$ cat config.mk
export PLATFORM = sky130hd
export DESIGN_NAME = serial_frame_tx
export DESIGN_NICKNAME = d
export VERILOG_FILES = /design/src/rtl/serial_pkg.sv /design/src/rtl/bit_timer.sv /design/src/rtl/serial_frame_tx.sv
export SDC_FILE = /design/constraint.sdc
export NUM_CORES = 1
export LEC_CHECK = 0
export BUFFER_PORTS_ARGS = -buffer_cell sky130_fd_sc_hd__buf_2
export CAP_MARGIN = 10
export CELL_PAD_IN_SITES_DETAIL_PLACEMENT = 1
export CELL_PAD_IN_SITES_GLOBAL_PLACEMENT = 1
export CORE_MARGIN = 2
export CORE_UTILIZATION = 39
export CTS_BUF_LIST = sky130_fd_sc_hd__clkbuf_16
export DETAILED_ROUTE_END_ITERATION = 6
export PLACE_DENSITY_LB_ADDON = 0.1
export SYNTH_ARGS = -nofsm -noshare
export SYNTH_HDL_FRONTEND = slang
export SYNTH_SLANG_ARGS = --single-unit
$ cat constraint.sdc
create_clock -name clock -period 1.65 [get_ports clock]
set_clock_uncertainty 0.15 [all_clocks]
set_input_delay 0.4125 -clock clock [delete_from_list [all_inputs] [get_ports clock]]
set_output_delay 0.4125 -clock clock [all_outputs]
set_load 0.1 [all_outputs]
$ cat src/rtl/serial_pkg.sv
// Shared definitions for the serial frame transmitter and its matching receiver:
// state encoding, line levels and default frame geometry.
package serial_pkg;

   typedef enum logic [1:0] {
      ST_IDLE  = 2'b00,
      ST_START = 2'b01,
      ST_DATA  = 2'b10,
      ST_STOP  = 2'b11
   } state_t;

   localparam logic START_LEVEL = 1'b1;
   localparam logic STOP_LEVEL  = 1'b0;
   localparam logic IDLE_LEVEL  = 1'b0;

   localparam int DEFAULT_WIDTH      = 8;
   localparam int DEFAULT_BIT_CYCLES = 1;

endpackage

$ cat src/rtl/bit_timer.sv
// Bit-period timer: counts 0..BIT_CYCLES-1 and flags the last count of each period.
// A restart forces the count back to 0 so a new period begins on the next clock.
module bit_timer
   import serial_pkg::*;
#(
   parameter int BIT_CYCLES = DEFAULT_BIT_CYCLES
) (
   input  logic clock,
   input  logic reset,
   input  logic restart,
   output logic tick
);

   localparam int            TW   = (BIT_CYCLES > 1) ? $clog2(BIT_CYCLES) : 1;
   localparam logic [TW-1:0] LAST = TW'(BIT_CYCLES - 1);

   logic [TW-1:0] r_count;

   always_ff @(posedge clock) begin
      if (reset || restart) begin
         r_count <= '0;
      end else if (r_count == LAST) begin
         r_count <= '0;
      end else begin
         r_count <= r_count + TW'(1);
      end
   end

   assign tick = (r_count == LAST);

endmodule

$ cat src/rtl/serial_frame_tx.sv
// Parallel-in, serial-out frame transmitter: start bit, WIDTH data bits MSB-first,
// stop bit, each held for BIT_CYCLES clocks, with a valid/ready load handshake.
module serial_frame_tx
   import serial_pkg::*;
#(
   parameter int WIDTH      = DEFAULT_WIDTH,
   parameter int BIT_CYCLES = DEFAULT_BIT_CYCLES
) (
   input  logic             clock,
   input  logic             reset,
   input  logic [WIDTH-1:0] data_in,
   input  logic             load_valid,
   output logic             load_ready,
   output logic             x_out,
   output logic             busy,
   output logic             done
);

   localparam int            CW       = $clog2(WIDTH);
   localparam logic [CW-1:0] LAST_BIT = CW'(WIDTH - 1);

   state_t           r_state;
   state_t           w_state_nxt;
   logic [WIDTH-1:0] r_shift;
   logic [WIDTH-1:0] w_shift_nxt;
   logic [CW-1:0]    r_bit_cnt;
   logic [CW-1:0]    w_bit_cnt_nxt;
   logic             r_x_out;
   logic             r_busy;
   logic             r_done;
   logic             w_x_nxt;
   logic             w_tick;
   logic             w_restart;

   // Every state change (including the accept) starts a fresh bit period.
   assign w_restart = (w_state_nxt != r_state);

   bit_timer #(
      .BIT_CYCLES(BIT_CYCLES)
   ) u_bit_timer (
      .clock  (clock),
      .reset  (reset),
      .restart(w_restart),
      .tick   (w_tick)
   );

   always_comb begin
      w_state_nxt   = r_state;
      w_shift_nxt   = r_shift;
      w_bit_cnt_nxt = r_bit_cnt;
      w_x_nxt       = IDLE_LEVEL;

      case (r_state)
         ST_IDLE: begin
            if (load_valid) begin
               w_shift_nxt   = data_in;
               w_bit_cnt_nxt = LAST_BIT;
               w_state_nxt   = ST_START;
            end
         end
         ST_START: begin
            if (w_tick) begin
               w_state_nxt = ST_DATA;
            end
         end
         ST_DATA: begin
            if (w_tick) begin
               w_shift_nxt = {r_shift[WIDTH-2:0], 1'b0};
               if (r_bit_cnt == '0) begin
                  w_state_nxt = ST_STOP;
               end else begin
                  w_bit_cnt_nxt = r_bit_cnt - CW'(1);
               end
            end
         end
         ST_STOP: begin
            if (w_tick) begin
               w_state_nxt = ST_IDLE;
            end
         end
         default: begin
            w_state_nxt = ST_IDLE;
         end
      endcase

      // x_out is registered, so its level is chosen from the state being entered.
      case (w_state_nxt)
         ST_START: w_x_nxt = START_LEVEL;
         ST_DATA:  w_x_nxt = w_shift_nxt[WIDTH-1];
         ST_STOP:  w_x_nxt = STOP_LEVEL;
         default:  w_x_nxt = IDLE_LEVEL;
      endcase
   end

   always_ff @(posedge clock) begin
      if (reset) begin
         r_state   <= ST_IDLE;
         r_shift   <= '0;
         r_bit_cnt <= '0;
         r_x_out   <= IDLE_LEVEL;
         r_busy    <= 1'b0;
         r_done    <= 1'b0;
      end else begin
         r_state   <= w_state_nxt;
         r_shift   <= w_shift_nxt;
         r_bit_cnt <= w_bit_cnt_nxt;
         r_x_out   <= w_x_nxt;
         r_busy    <= (w_state_nxt != ST_IDLE);
         r_done    <= (r_state == ST_STOP) && w_tick;
      end
   end

   assign load_ready = (r_state == ST_IDLE);
   assign x_out      = r_x_out;
   assign busy       = r_busy;
   assign done       = r_done;

endmodule

Yosys cells after proc, flatten, opt, wreduce, memory -nomap -nowiden
Index checks and enable logic that the tools add are counted.
{"block": "op_classes", "add_sub_neg": 2, "eq_ne": 9, "muxes": 14, "bitwise": 1, "reduce_logical": 9}
{"operator": "8-bit 2-to-1 mux", "n": 2}
{"operator": "8-bit one-hot mux with 2 select lines", "n": 1}
{"operator": "2-bit 2-to-1 mux", "n": 5}
{"operator": "3-bit 2-to-1 mux", "n": 3}
{"operator": "2-bit one-hot mux with 4 select lines", "n": 1}
{"operator": "2-bit == test (second input constant)", "n": 3}
{"operator": "2-bit inequality test (second input constant)", "n": 3}
{"operator": "3-bit one-hot mux with 2 select lines", "n": 1}
{"operator": "2-bit by 1-bit == test with 1-bit output (second input constant)", "n": 2}
{"operator": "4-bit AND reduction", "n": 1}
{"operator": "2-bit nonzero test", "n": 2}
{"operator": "3-bit logical NOT", "n": 1}
{"operator": "3-bit AND reduction", "n": 1}
{"operator": "3-bit by 1-bit subtractor with 3-bit output (second input constant)", "n": 1}
{"operator": "2-bit logical NOT", "n": 1}
{"operator": "2-bit inequality test", "n": 1}
{"operator": "1-bit one-hot mux with 2 select lines", "n": 1}
{"operator": "2-bit OR reduction", "n": 1}
{"operator": "1-bit adder (second input constant)", "n": 1}
{"operator": "1-bit logical AND", "n": 1}
{"operator": "1-bit logical OR", "n": 1}
{"operator": "1-bit NOT", "n": 1}
{"block": "word_totals", "regBits": 17, "in_bits": 11, "word_cells": 43}

Depth between registers and ports, before layout
Gate-level depths: netlist (run 1).
{"block": "logic_depth", "depth_word": 7, "depth_mapped": 6, "depth_no_buf": 6}

Hierarchy
A second synthesis (run 1) with hierarchy kept.
{"block": "hier_totals", "cells_unflattened": 91, "area_unflattened_um2": 823.3}
{"mod": "serial_frame_tx", "instances": 1, "cells_per_inst": 88, "area_per_inst_um2": 795.8, "seq_area_each_um2": 320.3}
{"mod": "bit_timer", "instances": 1, "cells_per_inst": 3, "area_per_inst_um2": 27.5, "seq_area_each_um2": 20.0}

Worst setup path after synthesis (run 1)
Ideal clock, no wire load.
{"block": "synth_path", "path_kind": "register to output", "startpoint": "register r_state[0]", "endpoint": "output port load_ready", "arrival_time_ns": 1.938, "t_required_ns": 1.087, "path_slack_ns": -0.850, "stages_incl_launch_ff": 4, "cell_sequence": "dfxtp_1 clkbuf_1 clkbuf_1 nor2_1"}
{"block": "synth_between", "elab_chain_len": 1}
{"element": "from (decl)", "line_no": "serial_frame_tx.sv:22", "text": "state_t r_state;"}
{"element": "from (signal assigned)", "line_no": "serial_frame_tx.sv:104", "text": "r_state <= w_state_nxt;"}
{"element": "2-bit logical NOT", "line_no": "serial_frame_tx.sv:113", "text": "assign load_ready = (r_state == ST_IDLE);"}
{"element": "to (decl)", "line_no": "serial_frame_tx.sv:13", "text": "output logic load_ready,"}
No other way between the ends.

Final worst setup path (run 1)
Same ends and word-level chain as after synthesis.

==> tab_implementation.tex, run 1 <==
\begin{tabular}{lr}
\hline
Metric & Value \\
\hline
\multicolumn{2}{l}{\textbf{Layout}} \\
Number of nets in the finished design & 132 \\
Fraction of final layout cells with drive strength greater than 1 & approximately a third \\
Fill cell count & 237 \\
Final Instance Area & 1134 sq um \\
Final cell utilization of the core & 57.20\% \\
Relative area change from synthesis to final layout & 38.11\% \\
Ant diodes & 0 \\
\multicolumn{2}{l}{\textbf{Routing}} \\
Average detailed-routed wire length per instance & around 15 um \\
Avg Vias per Cell & around 5 \\
DR DRC count & 0 \\
Count of TritonRoute iterations in the first routing pass & 4 \\
Antenna violation net count after detailed routing & 0 \\
Final wirelength & $\sim$2200 um \\
Vias after detailed routing & $\sim$740 \\
First DRT Iteration DRCs & 8 \\
\multicolumn{2}{l}{\textbf{Job}} \\
Number of maximum-capacitance violations & 0 \\
\multicolumn{2}{l}{\textbf{Setup path}} \\
Worst setup path endpoint & load\_ready \\
Endpoint of the worst register-to-register path & r\_bit\_cnt[1]\$\_SDFFE\_PP0P\_ \\
Maximum fanout along the worst path & 6 \\
CP required & 1090 ps \\
Launch point of the critical path & r\_state[0]\$\_SDFF\_PP0\_ \\
Worst Setup Start Kind & register \\
CP Class & reg2out \\
Setup slack of the most critical reg-to-reg path & 40 ps \\
Critical Path Sink Type & output pin \\
Cell depth of the worst flop-to-flop path & 5 \\
Worst reg2reg startpoint & r\_state[1]\$\_SDFF\_PP0\_ \\
Arr. time, crit path & $\sim$1100 ps \\
\multicolumn{2}{l}{\textbf{Global route}} \\
Pin count of the biggest net entering global routing & 17 \\
Global-route wire length before repair & 3256 um \\
Via count of the first global-routing pass & 703 \\
Number of antenna violations at the first check in global routing & 0 \\
Total global-route track usage & between 10\% and 20\% \\
Grt ovf & 0 \\
\multicolumn{2}{l}{\textbf{Hold path}} \\
Type of the tightest min-delay check & reg2reg \\
\multicolumn{2}{l}{\textbf{Power and ir drop}} \\
Leak Pwr & 0.4712 nW \\
Pwr dens & 1151 nW/um\^{}2 \\
Max IR drop VDD & 723.3 uV \\
\multicolumn{2}{l}{\textbf{Clock network}} \\
Total CTS buffers & 3 \\
CTS Root Cell & sky130\_fd\_sc\_hd\_\_clkbuf\_16 \\
Source-to-sink clock delay at the later pin of the worst-skew pair & 250 ps \\
Num Clock Sinks & 17 \\
Reg clk slew, reported paths & 50 ps \\
Clock tree from TritonCTS & done \\
Buffer depth of the longest clock path & 2 \\
H-tree lvl count & 1 \\
\multicolumn{2}{l}{\textbf{Floorplanning}} \\
Die Width & about 50 um \\
Starting density of the core & 41.41\% \\
I/O Pins & 15 \\
Total core area & 1982 sq um \\
Area of the die & 2488 sq um \\
Row count & 16 \\
Die Ht & 49.88 um \\
\multicolumn{2}{l}{\textbf{Synthesis}} \\
Cell area after synthesis & 820.8 sq um \\
Average instance area after synthesis & roughly 8.7 sq um \\
Yosys warnings & 0 \\
Commonest register cell after synthesis & sky130\_fd\_sc\_hd\_\_dfxtp\_1 \\
Distinct cells, synth & 30 \\
Sequential share of the synthesized area & 41.46\% \\
Yosys reg bits & 17 \\
Share of flip-flops with an asynchronous set or reset after synthesis & 0\% \\
Synth Net Count & 107 \\
Number of synthesized flops with an enable pin & 0 \\
Number of instances in the synthesized netlist & 94 \\
\multicolumn{2}{l}{\textbf{Place}} \\
Port bufs & 14 \\
Placed standard-cell area & 974.7 sq um \\
Global placer's final weighted congestion & 0.7286 \\
Placed wire-length estimate & 1450 um \\
\multicolumn{2}{l}{\textbf{Timing}} \\
Setup total negative slack & 0 ps \\
Final Hold Violating Endpoints & 0 \\
Final worst path period share & $\sim$98\% \\
Fin crit period & 1620 ps \\
Max frequency & 617.1 MHz \\
Max Transition Viols Final & 0 \\
Count of endpoints failing setup in the final report & 0 \\
\multicolumn{2}{l}{\textbf{Run status}} \\
Result of the run & finished clean \\
\hline
\end{tabular}
## Yosys cell counts (all sizes together), types with 2 or more instances
cell | count | area share, %
a21o | 5 | 4.6
a21oi | 9 | 5.5
a2bb2oi | 3 | 3.2
buf | 3 | 2.6
clkbuf | 3 | 1.4
dfxtp | 17 | 41
ha | 2 | 3.0
inv | 3 | 1.4
nand2 | 14 | 6.4
nand2b | 3 | 2.3
nand3b | 5 | 4.6
nor2 | 6 | 2.7
nor2b | 3 | 2.6
nor3b | 3 | 2.7
o22a | 2 | 2.1
## repair_timing
| item | in CTS | in global routing |
|---|---|---|
| endpoints found under the setup margin | 3 | 4 |
| hold buffers | 0 | 0 |
| cloned | 0 | 0 |
| setup buffers | 0 | 4 |
| pin swaps | 0 | 4 |
| gates resized for setup | 3 | 11 |
## how the worst min path moves through the flow
stage	start	to	depth (start not counted)	slack, ps
6_report	r_shift[4]$_SDFFE_PP0P_	r_shift[4]$_SDFFE_PP0P_	2	310
5_1_grt	r_shift[6]$_SDFFE_PP0P_	r_shift[6]$_SDFFE_PP0P_	2	340
4_1_cts	r_shift[4]$_SDFFE_PP0P_	r_shift[4]$_SDFFE_PP0P_	2	320
3_5_place_dp	r_shift[6]$_SDFFE_PP0P_	r_shift[6]$_SDFFE_PP0P_	2	310
3_3_place_gp	r_shift[2]$_SDFFE_PP0P_	r_shift[2]$_SDFFE_PP0P_	2	290
2_1_floorplan	r_shift[6]$_SDFFE_PP0P_	r_shift[6]$_SDFFE_PP0P_	2	280
## worst max-delay path, stage by stage, from the launching register on
cell and delay (ps):
sky130_fd_sc_hd__dfxtp_4 360, sky130_fd_sc_hd__buf_4 160, sky130_fd_sc_hd__nor2_4 110, sky130_fd_sc_hd__buf_12 180
## flip-flops by register name, indices dropped and copies added, names as in the netlist
name / cells
busy: 1
r_bit_cnt: 3
r_state: 2
r_shift: 8
u_bit_timer.r_count: 1
done: 1
x_out: 1
## cell families after synthesis
family	after synthesis	synth area share [%]
AO/OA/AOI/OAI	25	22.71
XOR/XNOR	1	1.067
adder cells (fa/ha/maj)	2	3.048
buffers and inverters	9	5.335
flip-flops	17	41.46
multiplexers	1	1.220
other	1	0.4569
AND/OR/NAND/NOR	38	24.70
## routing by layer
metal  up-vias  track usage, %  wire (um)
li1        371               -          -
met1       354           23.53       1031
met2        10           27.78       1087
met3         4           3.636         56
met4         0           8.333         27
met5         -               0          0
## power by group
| group | internal (mW) | switching [mW] | total (mW) |
|---|---|---|---|
| clock | 0.322 | 0.156 | 0.477 |
| combinational | 0.146 | 0.200 | 0.347 |
| sequential | 0.449 | 0.0314 | 0.481 |
| total | 0.917 | 0.388 | 1.30 |
## cell type report
class                      instances  area [sq um]  share of cell area [%]
timing repair buffer              26         178.9                   15.78
clock buffer                       3         75.07                   6.623
tap                               27         33.78                   2.980
sequential                        17         350.3                   30.91
inverter                           3         11.26                  0.9934
clock inverter                     1         3.754                  0.3311
multi-input combinational         68         480.5                   42.38
## through the flow
stage	cells	total power [mW]	hold WS, ps	worst slack [ps]
floorplan	94	0.7069	280.5	9.692
global placement	137	0.7825	294.8	49.48
detailed placement	137	0.7893	307.7	5.632
CTS	141	1.274	315.1	-2.623
global route	145	1.365	336.8	-3.160
finish	145	1.305	310.7	29.63
## layout by cell type (no fill, tap or decap)
cell type / n
sky130_fd_sc_hd__a2bb2oi_1: 3
sky130_fd_sc_hd__a31o_1: 1
sky130_fd_sc_hd__o22a_1: 2
sky130_fd_sc_hd__nor3b_1: 3
sky130_fd_sc_hd__nor3_1: 1
sky130_fd_sc_hd__buf_4: 11
sky130_fd_sc_hd__nand2_1: 14
sky130_fd_sc_hd__ha_4: 1
sky130_fd_sc_hd__o21ai_1: 1
sky130_fd_sc_hd__nor2_1: 5
sky130_fd_sc_hd__dfxtp_1: 13
sky130_fd_sc_hd__buf_6: 1
sky130_fd_sc_hd__clkbuf_16: 3
sky130_fd_sc_hd__xor2_1: 1
sky130_fd_sc_hd__inv_2: 2
sky130_fd_sc_hd__nor2b_1: 2
sky130_fd_sc_hd__inv_1: 2
sky130_fd_sc_hd__buf_12: 1
sky130_fd_sc_hd__a21o_1: 5
sky130_fd_sc_hd__o2bb2ai_1: 1
sky130_fd_sc_hd__or2_1: 1
sky130_fd_sc_hd__ha_1: 1
sky130_fd_sc_hd__o21ba_1: 1
sky130_fd_sc_hd__or3_1: 1
sky130_fd_sc_hd__conb_1: 1
sky130_fd_sc_hd__mux2i_1: 1
sky130_fd_sc_hd__buf_2: 13
sky130_fd_sc_hd__nor2_4: 1
sky130_fd_sc_hd__a21oi_1: 9
sky130_fd_sc_hd__nor4bb_4: 1
sky130_fd_sc_hd__nor2b_2: 1
sky130_fd_sc_hd__a221oi_2: 1
sky130_fd_sc_hd__nand2b_1: 3
sky130_fd_sc_hd__nand3b_1: 5
sky130_fd_sc_hd__o31ai_4: 1
sky130_fd_sc_hd__dfxtp_4: 2
sky130_fd_sc_hd__dfxtp_2: 2
Note: power is estimated with default switching activity, not from simulation.
==> run 2: changes to the inputs <==
--- a/config.mk
+++ b/config.mk
@@ -5,12 +5,13 @@
 export SDC_FILE = /design/constraint.sdc
 export NUM_CORES = 1
 export LEC_CHECK = 0
+export ABC_AREA = 1
 export BUFFER_PORTS_ARGS = -buffer_cell sky130_fd_sc_hd__buf_2
 export CAP_MARGIN = 10
 export CELL_PAD_IN_SITES_DETAIL_PLACEMENT = 1
 export CELL_PAD_IN_SITES_GLOBAL_PLACEMENT = 1
 export CORE_MARGIN = 2
-export CORE_UTILIZATION = 39
+export CORE_UTILIZATION = 37
 export CTS_BUF_LIST = sky130_fd_sc_hd__clkbuf_16
 export DETAILED_ROUTE_END_ITERATION = 6
 export PLACE_DENSITY_LB_ADDON = 0.1
==> constraint.sdc (replaced) <==
create_clock -name clock -period 1.65 [get_ports clock]
set_clock_uncertainty 0.15 [all_clocks]
set_input_delay 0.4125 -clock clock [delete_from_list [all_inputs] [get_ports clock]]
set_output_delay 0.4125 -clock clock [all_outputs]
set_load 0.005 [all_outputs]
==> tab_implementation.tex, run 2 <==
\begin{tabular}{lr}
\hline
Metric & Value \\
\hline
\multicolumn{2}{l}{\textbf{Run status}} \\
Result of the run & finished clean \\
\multicolumn{2}{l}{\textbf{Synthesis}} \\
Synth Net Count & 117 (+9.3\%) \\
Biggest area consumer among synthesized cells & sky130\_fd\_sc\_hd\_\_dfxtp\_1 \\
Sequential share of the synthesized area & 44.01\% (+2.5 points) \\
Average instance area after synthesis & 7.435 sq um (-15\%) \\
Yosys reg bits & 17 (unchanged) \\
Number of instances in the synthesized netlist & 104 (+11\%) \\
Share of flip-flops with an asynchronous set or reset after synthesis & 0\% (unchanged) \\
Commonest register cell after synthesis & sky130\_fd\_sc\_hd\_\_dfxtp\_1 \\
Yosys warnings & 0 (unchanged) \\
Distinct cells, synth & 21 (-30\%) \\
Dominant cell by count in the synthesized netlist & sky130\_fd\_sc\_hd\_\_nand2\_1 \\
Synth top area cells & sky130\_fd\_sc\_hd\_\_dfxtp\_1 (44\%), sky130\_fd\_sc\_hd\_\_nand2\_1 (16\%), sky130\_fd\_sc\_hd\_\_a31oi\_1 (5.7\%), sky130\_fd\_sc\_hd\_\_inv\_1 (5.3\%), sky130\_fd\_sc\_hd\_\_ha\_1 (3.2\%) \\
Leading post-synthesis cells by instance count & sky130\_fd\_sc\_hd\_\_nand2\_1 (33), sky130\_fd\_sc\_hd\_\_dfxtp\_1 (17), sky130\_fd\_sc\_hd\_\_inv\_1 (11) \\
Cell area after synthesis & 773.2 sq um (-5.8\%) \\
Proportion of netlist area held by the largest area contributor & 44.01\% (+2.5 points) \\
Number of synthesized flops with an enable pin & 0 (unchanged) \\
\multicolumn{2}{l}{\textbf{Routing}} \\
Final wirelength & 1721 um (-22\%) \\
Met1 Wirelength & 815 um (-21\%) \\
Average detailed-routed wire length per instance & 11.63 um (-23\%) \\
DR DRC count & 0 (unchanged) \\
Vias after detailed routing & 686 (-7.2\%) \\
Antenna violation net count after detailed routing & 0 (unchanged) \\
Avg Vias per Cell & 4.635 (-9.1\%) \\
Count of TritonRoute iterations in the first routing pass & 2 (-2) \\
Met3 WL post-DR & 57 um (+1.8\%) \\
Top metal layer carrying routed signals & met4 \\
First DRT Iteration DRCs & 5 (-3) \\
Met2 Wirelength & 835 um (-23\%) \\
\multicolumn{2}{l}{\textbf{Power and ir drop}} \\
Portion of total power attributed to sequential cells & 42.1\% (+5.2 points) \\
Cell-internal power & 839.2 uW (-8.5\%) \\
Share of power burned in the clock network & 42.3\% (+5.7 points) \\
Pwr dens & 1177 nW/um\^{}2 (+2.3\%) \\
Leak Pwr & 0.4614 nW (-2.1\%) \\
Switching power as a share of total power & 25.24\% (-4.5 points) \\
Fraction of power consumed by combinational cells & 15.6\% (-11 points) \\
Power spent charging and discharging nets & 283.3 uW (-27\%) \\
Max IR drop VDD & 645.2 uV (-11\%) \\
\multicolumn{2}{l}{\textbf{Setup path}} \\
CP Class & reg2out \\
Critical Path Sink Type & output pin \\
Largest stage delay, worst path & 350 ps (about the same) \\
Family with the most delay on the worst path & flip-flops \\
Worst Setup Start Kind & register \\
CP required & 1090 ps (about the same) \\
Worst path cell trace & nor2\_2 > buf\_2 \\
Arr. time, crit path & 940 ps (-120 ps) \\
Critical path's slowest cell & sky130\_fd\_sc\_hd\_\_dfxtp\_1 \\
Buffers \& Inverters on Critical Path & 1 (-1) \\
Maximum fanout along the worst path & 5 (-1) \\
\multicolumn{2}{l}{\textbf{Timing}} \\
Fin crit period & 1506 ps (-114.4 ps) \\
RSZ-0062 raised after global routing & no \\
Max frequency & 664.0 MHz (+7.6\%) \\
Final Hold Violating Endpoints & 0 (unchanged) \\
Final worst path period share & 91.27\% (-6.9 points) \\
Count of endpoints failing setup in the final report & 0 (unchanged) \\
Max Transition Viols Final & 0 (unchanged) \\
Setup total negative slack & 0 ps (unchanged) \\
Tightest hold margin & 286.5 ps (-24.23 ps) \\
Worst-case setup margin in the final layout & 144.0 ps (+114.4 ps) \\
\multicolumn{2}{l}{\textbf{Layout}} \\
Most common library cell in the layout ignoring fill and taps & sky130\_fd\_sc\_hd\_\_nand2\_1 \\
Most used cells in the layout excluding fill and tap cells & sky130\_fd\_sc\_hd\_\_nand2\_1 (33), sky130\_fd\_sc\_hd\_\_dfxtp\_1 (17), sky130\_fd\_sc\_hd\_\_buf\_2 (14) \\
Combined flip-flop and latch cell area & 340.3 sq um (-2.9\%) \\
Leading registers by flop count & r\_shift: 8 flops, r\_bit\_cnt: 3 flops, r\_state: 2 flops \\
Flip-flop count of the largest register after layout & 8 (unchanged) \\
Area of the multi-input gates & 380.4 sq um (-21\%) \\
Ant diodes & 0 (unchanged) \\
Number of nets in the finished design & 135 (+2.3\%) \\
Fraction of final layout cells with drive strength greater than 1 & 24.79\% (-10 points) \\
Most flops, register & r\_shift \\
Fill cell count & 262 (+11\%) \\
Relative area change from synthesis to final layout & 23.30\% \\
Final Instance Area & 953.4 sq um (-16\%) \\
\multicolumn{2}{l}{\textbf{Hold path}} \\
Type of the tightest min-delay check & in2reg \\
\multicolumn{2}{l}{\textbf{Clock network}} \\
Num Clock Sinks & 17 (unchanged) \\
Count of instances resized after the clock tree is built & 0 (-3) \\
Buffer depth of the longest clock path & 2 (unchanged) \\
Reg clk slew, reported paths & 50 ps (about the same) \\
Clock tree from TritonCTS & done \\
Setup repair bufs after CTS & 0 (unchanged) \\
Hold buffer count at cts & 0 (unchanged) \\
H-tree lvl count & 1 (unchanged) \\
Total CTS buffers & 3 (unchanged) \\
Source-to-sink clock delay at the later pin of the worst-skew pair & 240 ps (about the same) \\
CTS Root Cell & sky130\_fd\_sc\_hd\_\_clkbuf\_16 \\
\multicolumn{2}{l}{\textbf{Floorplanning}} \\
Row count & 16 (unchanged) \\
I/O Pins & 15 (unchanged) \\
Starting density of the core & 39.41\% (-2.0 points) \\
Die Ht & 49.72 um (-0.32\%) \\
Die Width & 49.72 um (-0.32\%) \\
Total core area & 1962 sq um (-1.0\%) \\
Area of the die & 2472 sq um (-0.64\%) \\
\multicolumn{2}{l}{\textbf{Global route}} \\
Pin count of the biggest net entering global routing & 14 (-3) \\
Global-route wire length before repair & 2835 um (-13\%) \\
Total global-route track usage & 15.34\% (-2.5 points) \\
Number of antenna violations at the first check in global routing & 0 (unchanged) \\
Grt ovf & 0 (unchanged) \\
Via count of the first global-routing pass & 675 (-4.0\%) \\
\multicolumn{2}{l}{\textbf{Place}} \\
Placed wire-length estimate & 1345 um (-7.2\%) \\
Placed standard-cell area & 873.3 sq um (-10\%) \\
Global placer's final weighted congestion & 0.7457 (+2.3\%) \\
Pre-CTS setup slack & 316.9 ps (+311.3 ps) \\
Port bufs & 14 (unchanged) \\
\multicolumn{2}{l}{\textbf{Job}} \\
Number of maximum-capacitance violations & 0 (unchanged) \\
\hline
\end{tabular}
run 2: cell types whose count changed after synthesis, sizes merged, moves of 4 or more:
cell	delta
a31oi	+7
nand3b	-5
a21o	-5
inv	+10
nand3	+5
a21oi	-4
nand2	+24
run 2: worst reg2reg max path, cell delays in order (launching register included):
cell	delay (ps)
sky130_fd_sc_hd__dfxtp_1	320
sky130_fd_sc_hd__inv_1	70
sky130_fd_sc_hd__ha_1	210
sky130_fd_sc_hd__or2_2	290
sky130_fd_sc_hd__nand3_1	70
sky130_fd_sc_hd__nand2_1	50
sky130_fd_sc_hd__a21oi_1	100
run 2: path summary, 6_finish.rpt:
path | cells past startpoint | start | to | slack (ps)
worst max-delay path | 2 | r_state[1]$_SDFF_PP0_ | load_ready | 140
worst min-delay path | 3 | data_in[0] | r_shift[0]$_SDFFE_PP0P_ | 290
worst min register to register | 1 | r_bit_cnt[1]$_SDFFE_PP0P_ | r_bit_cnt[1]$_SDFFE_PP0P_ | 320
worst max register to register | 6 | r_bit_cnt[0]$_SDFFE_PP0P_ | r_bit_cnt[2]$_SDFFE_PP0P_ | 310
run 2: area by class of cell:
type                            count  area share (%)
Multi-Input combinational cell     73           39.90
Sequential cell                    17           35.70
Clock buffer                        3           7.874
Timing Repair Buffer               14           7.349
Inverter                           13           5.118
Tap cell                           27           3.543
Clock inverter                      1          0.5249
run 2: metal layers:
| metal | vias to the layer above | GRT usage [%] |
|---|---|---|
| met2 | 10 | 26.00 |
| li1 | 361 | - |
| met1 | 313 | 18.22 |
| met4 | 0 | 8.333 |
| met3 | 2 | 2.727 |
| met5 | - | 0 |
run 2: kinds of logic after synthesis:
kind of cell / after synthesis / synth area share [%]
AOI/OAI and AO/OA: 15 / 11.65
adders and majority gates: 2 / 3.236
DFF: 17 / 44.01
buffers and inverters: 14 / 6.796
and+or+nand+nor: 55 / 33.82
other: 1 / 0.4850
run 2: power by group through the flow:
stage / logic (mW) / registers, mW / clock network, mW
after floorplan: 0.124 / 0.476 / 0
after global placement: 0.172 / 0.479 / 0
after detailed placement: 0.178 / 0.480 / 0
after CTS: 0.181 / 0.472 / 0.487
after global routing: 0.204 / 0.477 / 0.507
final: 0.175 / 0.472 / 0.475
run 2: stage by stage:
step	power, mW	utilization [%]	cells
global placement	0.6513	44.52	144
finish	1.122	48.60	148
global route	1.188	48.60	148
CTS	1.139	48.60	148
floorplan	0.6002	-	104
detailed placement	0.6584	44.52	144
==> run 3: changes to the inputs <==
--- a/config.mk
+++ b/config.mk
@@ -5,15 +5,14 @@
 export SDC_FILE = /design/constraint.sdc
 export NUM_CORES = 1
 export LEC_CHECK = 0
-export ABC_AREA = 1
-export BUFFER_PORTS_ARGS = -buffer_cell sky130_fd_sc_hd__buf_2
 export CAP_MARGIN = 10
 export CELL_PAD_IN_SITES_DETAIL_PLACEMENT = 1
 export CELL_PAD_IN_SITES_GLOBAL_PLACEMENT = 1
 export CORE_MARGIN = 2
-export CORE_UTILIZATION = 37
+export CORE_UTILIZATION = 44
 export CTS_BUF_LIST = sky130_fd_sc_hd__clkbuf_16
 export DETAILED_ROUTE_END_ITERATION = 6
+export DONT_BUFFER_PORTS = 1
 export PLACE_DENSITY_LB_ADDON = 0.1
 export SYNTH_ARGS = -nofsm -noshare
 export SYNTH_HDL_FRONTEND = slang
==> tab_implementation.tex, run 3 (synthesis gave the netlist of run 1 again) <==
\begin{tabular}{lr}
\hline
Metric & Value \\
\hline
\multicolumn{2}{l}{\textbf{Place}} \\
Port bufs & 0 (-14) \\
Placed wire-length estimate & 1271 um (-5.5\%) \\
Global placer's final weighted congestion & 0.7536 (+1.1\%) \\
\multicolumn{2}{l}{\textbf{Setup path}} \\
Cell depth of the worst flop-to-flop path & 6 (unchanged) \\
CP Class & reg2reg \\
Maximum fanout along the worst path & 3 (-2) \\
CP required & 1660 ps (+570 ps) \\
Worst Setup Start Kind & register \\
Arr. time, crit path & 1590 ps (+650 ps) \\
Critical Path Sink Type & register \\
\multicolumn{2}{l}{\textbf{Routing}} \\
Count of TritonRoute iterations in the first routing pass & 3 (+1) \\
DR DRC count & 0 (unchanged) \\
Average detailed-routed wire length per instance & 15.29 um (+32\%) \\
Antenna violation net count after detailed routing & 0 (unchanged) \\
Final wirelength & 1927 um (+12\%) \\
Avg Vias per Cell & 5.437 (+17\%) \\
First DRT Iteration DRCs & 11 (+6) \\
Vias after detailed routing & 685 (-0.15\%) \\
\multicolumn{2}{l}{\textbf{Clock network}} \\
CTS Root Cell & sky130\_fd\_sc\_hd\_\_clkbuf\_16 \\
H-tree lvl count & 1 (unchanged) \\
Reg clk slew, reported paths & 50 ps (about the same) \\
Hold buffer count at cts & 0 (unchanged) \\
Clock tree from TritonCTS & done \\
Source-to-sink clock delay at the later pin of the worst-skew pair & 240 ps (about the same) \\
Total CTS buffers & 3 (unchanged) \\
Num Clock Sinks & 17 (unchanged) \\
Buffer depth of the longest clock path & 2 (unchanged) \\
\multicolumn{2}{l}{\textbf{Floorplanning}} \\
Starting density of the core & 47.03\% (+7.6 points) \\
Die Ht & 47.19 um (-5.1\%) \\
Total core area & 1745 sq um (-11\%) \\
Area of the die & 2227 sq um (-9.9\%) \\
I/O Pins & 15 (unchanged) \\
Die Width & 47.19 um (-5.1\%) \\
Row count & 15 (-1) \\
\multicolumn{2}{l}{\textbf{Timing}} \\
Fin crit period & 1575 ps (+69.08 ps) \\
Final Hold Violating Endpoints & 0 (unchanged) \\
Max Transition Viols Final & 0 (unchanged) \\
Final worst path period share & 95.46\% (+4.2 points) \\
Max frequency & 634.9 MHz (-4.4\%) \\
Count of endpoints failing setup in the final report & 0 (unchanged) \\
\multicolumn{2}{l}{\textbf{Layout}} \\
Final cell utilization of the core & 57.63\% (+9.0 points) \\
Most common library cell in the layout ignoring fill and taps & sky130\_fd\_sc\_hd\_\_dfxtp\_1 \\
Flip-flop count of the largest register after layout & 8 (unchanged) \\
Ant diodes & 0 (unchanged) \\
Number of nets in the finished design & 115 (-15\%) \\
Leading registers by flop count & r\_shift: 8 flops, r\_bit\_cnt: 3 flops, r\_state: 2 flops \\
Fraction of final layout cells with drive strength greater than 1 & 20.79\% (-4.0 points) \\
Most flops, register & r\_shift \\
Most used cells in the layout excluding fill and tap cells & sky130\_fd\_sc\_hd\_\_dfxtp\_1 (16), sky130\_fd\_sc\_hd\_\_nand2\_1 (14), sky130\_fd\_sc\_hd\_\_buf\_4 (9) \\
Relative area change from synthesis to final layout & 22.56\% \\
\multicolumn{2}{l}{\textbf{Power and ir drop}} \\
Final total power & 1.172 mW (+4.4\%) \\
Max IR drop VDD & 950.2 uV (+47\%) \\
Pwr dens & 1165 nW/um\^{}2 (-1.1\%) \\
Leak Pwr & 0.3923 nW (-15\%) \\
\multicolumn{2}{l}{\textbf{Global route}} \\
Grt ovf & 0 (unchanged) \\
Number of antenna violations at the first check in global routing & 0 (unchanged) \\
Via count of the first global-routing pass & 696 (+3.1\%) \\
Global-route wire length before repair & 2946 um (+3.9\%) \\
Pin count of the biggest net entering global routing & 17 (+3) \\
Total global-route track usage & 18.85\% (+3.5 points) \\
\multicolumn{2}{l}{\textbf{Job}} \\
Number of maximum-capacitance violations & 0 (unchanged) \\
\multicolumn{2}{l}{\textbf{Hold path}} \\
Type of the tightest min-delay check & in2reg \\
Worst hold stages & 1 (-2) \\
\multicolumn{2}{l}{\textbf{Run status}} \\
Result of the run & finished clean \\
\hline
\end{tabular}
-- run 3: layer usage --
layer,global-route usage [%],part of all wire [%]
met1,24.30,46
met3,3.462,1.9
met5,0,0
met4,6.667,0.52
met2,31.51,51
-- run 3: through the flow --
stage               TNS (ps)  worst slack, ps  instance area (sq um)  hold WS, ps  cells
floorplan                  0            103.9                  820.8        280.5     94
global placement           0            56.50                  879.6        285.1    121
detailed placement         0            10.98                  879.6        294.8    121
CTS                        0            16.55                  959.7        74.70    125
global route          -27.05           -27.05                   1006        61.45    126
finish                     0            74.92                   1006        68.20    126
-- run 3: timing repair --
action / in CTS / in global routing
setup endpoints to repair: 1 / 3
setup buffers: 0 / 1
pin swaps: 0 / 5
resized for setup: 1 / 8
cloned: 0 / 0
-- run 3: final cells by class --
class	instances	area, sq um
multi-input cells	68	475.5
clock buffers	3	75.07
well taps	25	31.28
flip-flops and latches	17	341.6
inverters	3	11.26
clock inverters	1	3.754
fillers	215	739.5
repair buffers	9	67.56
-- run 3: worst max-delay path, stage by stage, from the launching register on --
cell	delay, ps
sky130_fd_sc_hd__dfxtp_2	340
sky130_fd_sc_hd__inv_2	60
sky130_fd_sc_hd__ha_4	160
sky130_fd_sc_hd__nor2b_4	120
sky130_fd_sc_hd__o21ba_1	200
sky130_fd_sc_hd__or2_1	230
sky130_fd_sc_hd__a221oi_2	220
-- run 3: where the power goes --
part | switching, mW | internal, mW
combinational | 0.103 | 0.115
sequential | 0.0300 | 0.449
clock | 0.154 | 0.321
total | 0.287 | 0.885
-- run 3: path summary, 6_finish.rpt --
check | start | end | slack [ps]
max | r_bit_cnt[0]$_SDFFE_PP0P_ | r_bit_cnt[1]$_SDFFE_PP0P_ | 70
min | reset | r_bit_cnt[0]$_SDFFE_PP0P_ | 70
max reg2reg | r_bit_cnt[0]$_SDFFE_PP0P_ | r_bit_cnt[1]$_SDFFE_PP0P_ | 70
min reg2reg | r_shift[2]$_SDFFE_PP0P_ | r_shift[2]$_SDFFE_PP0P_ | 300
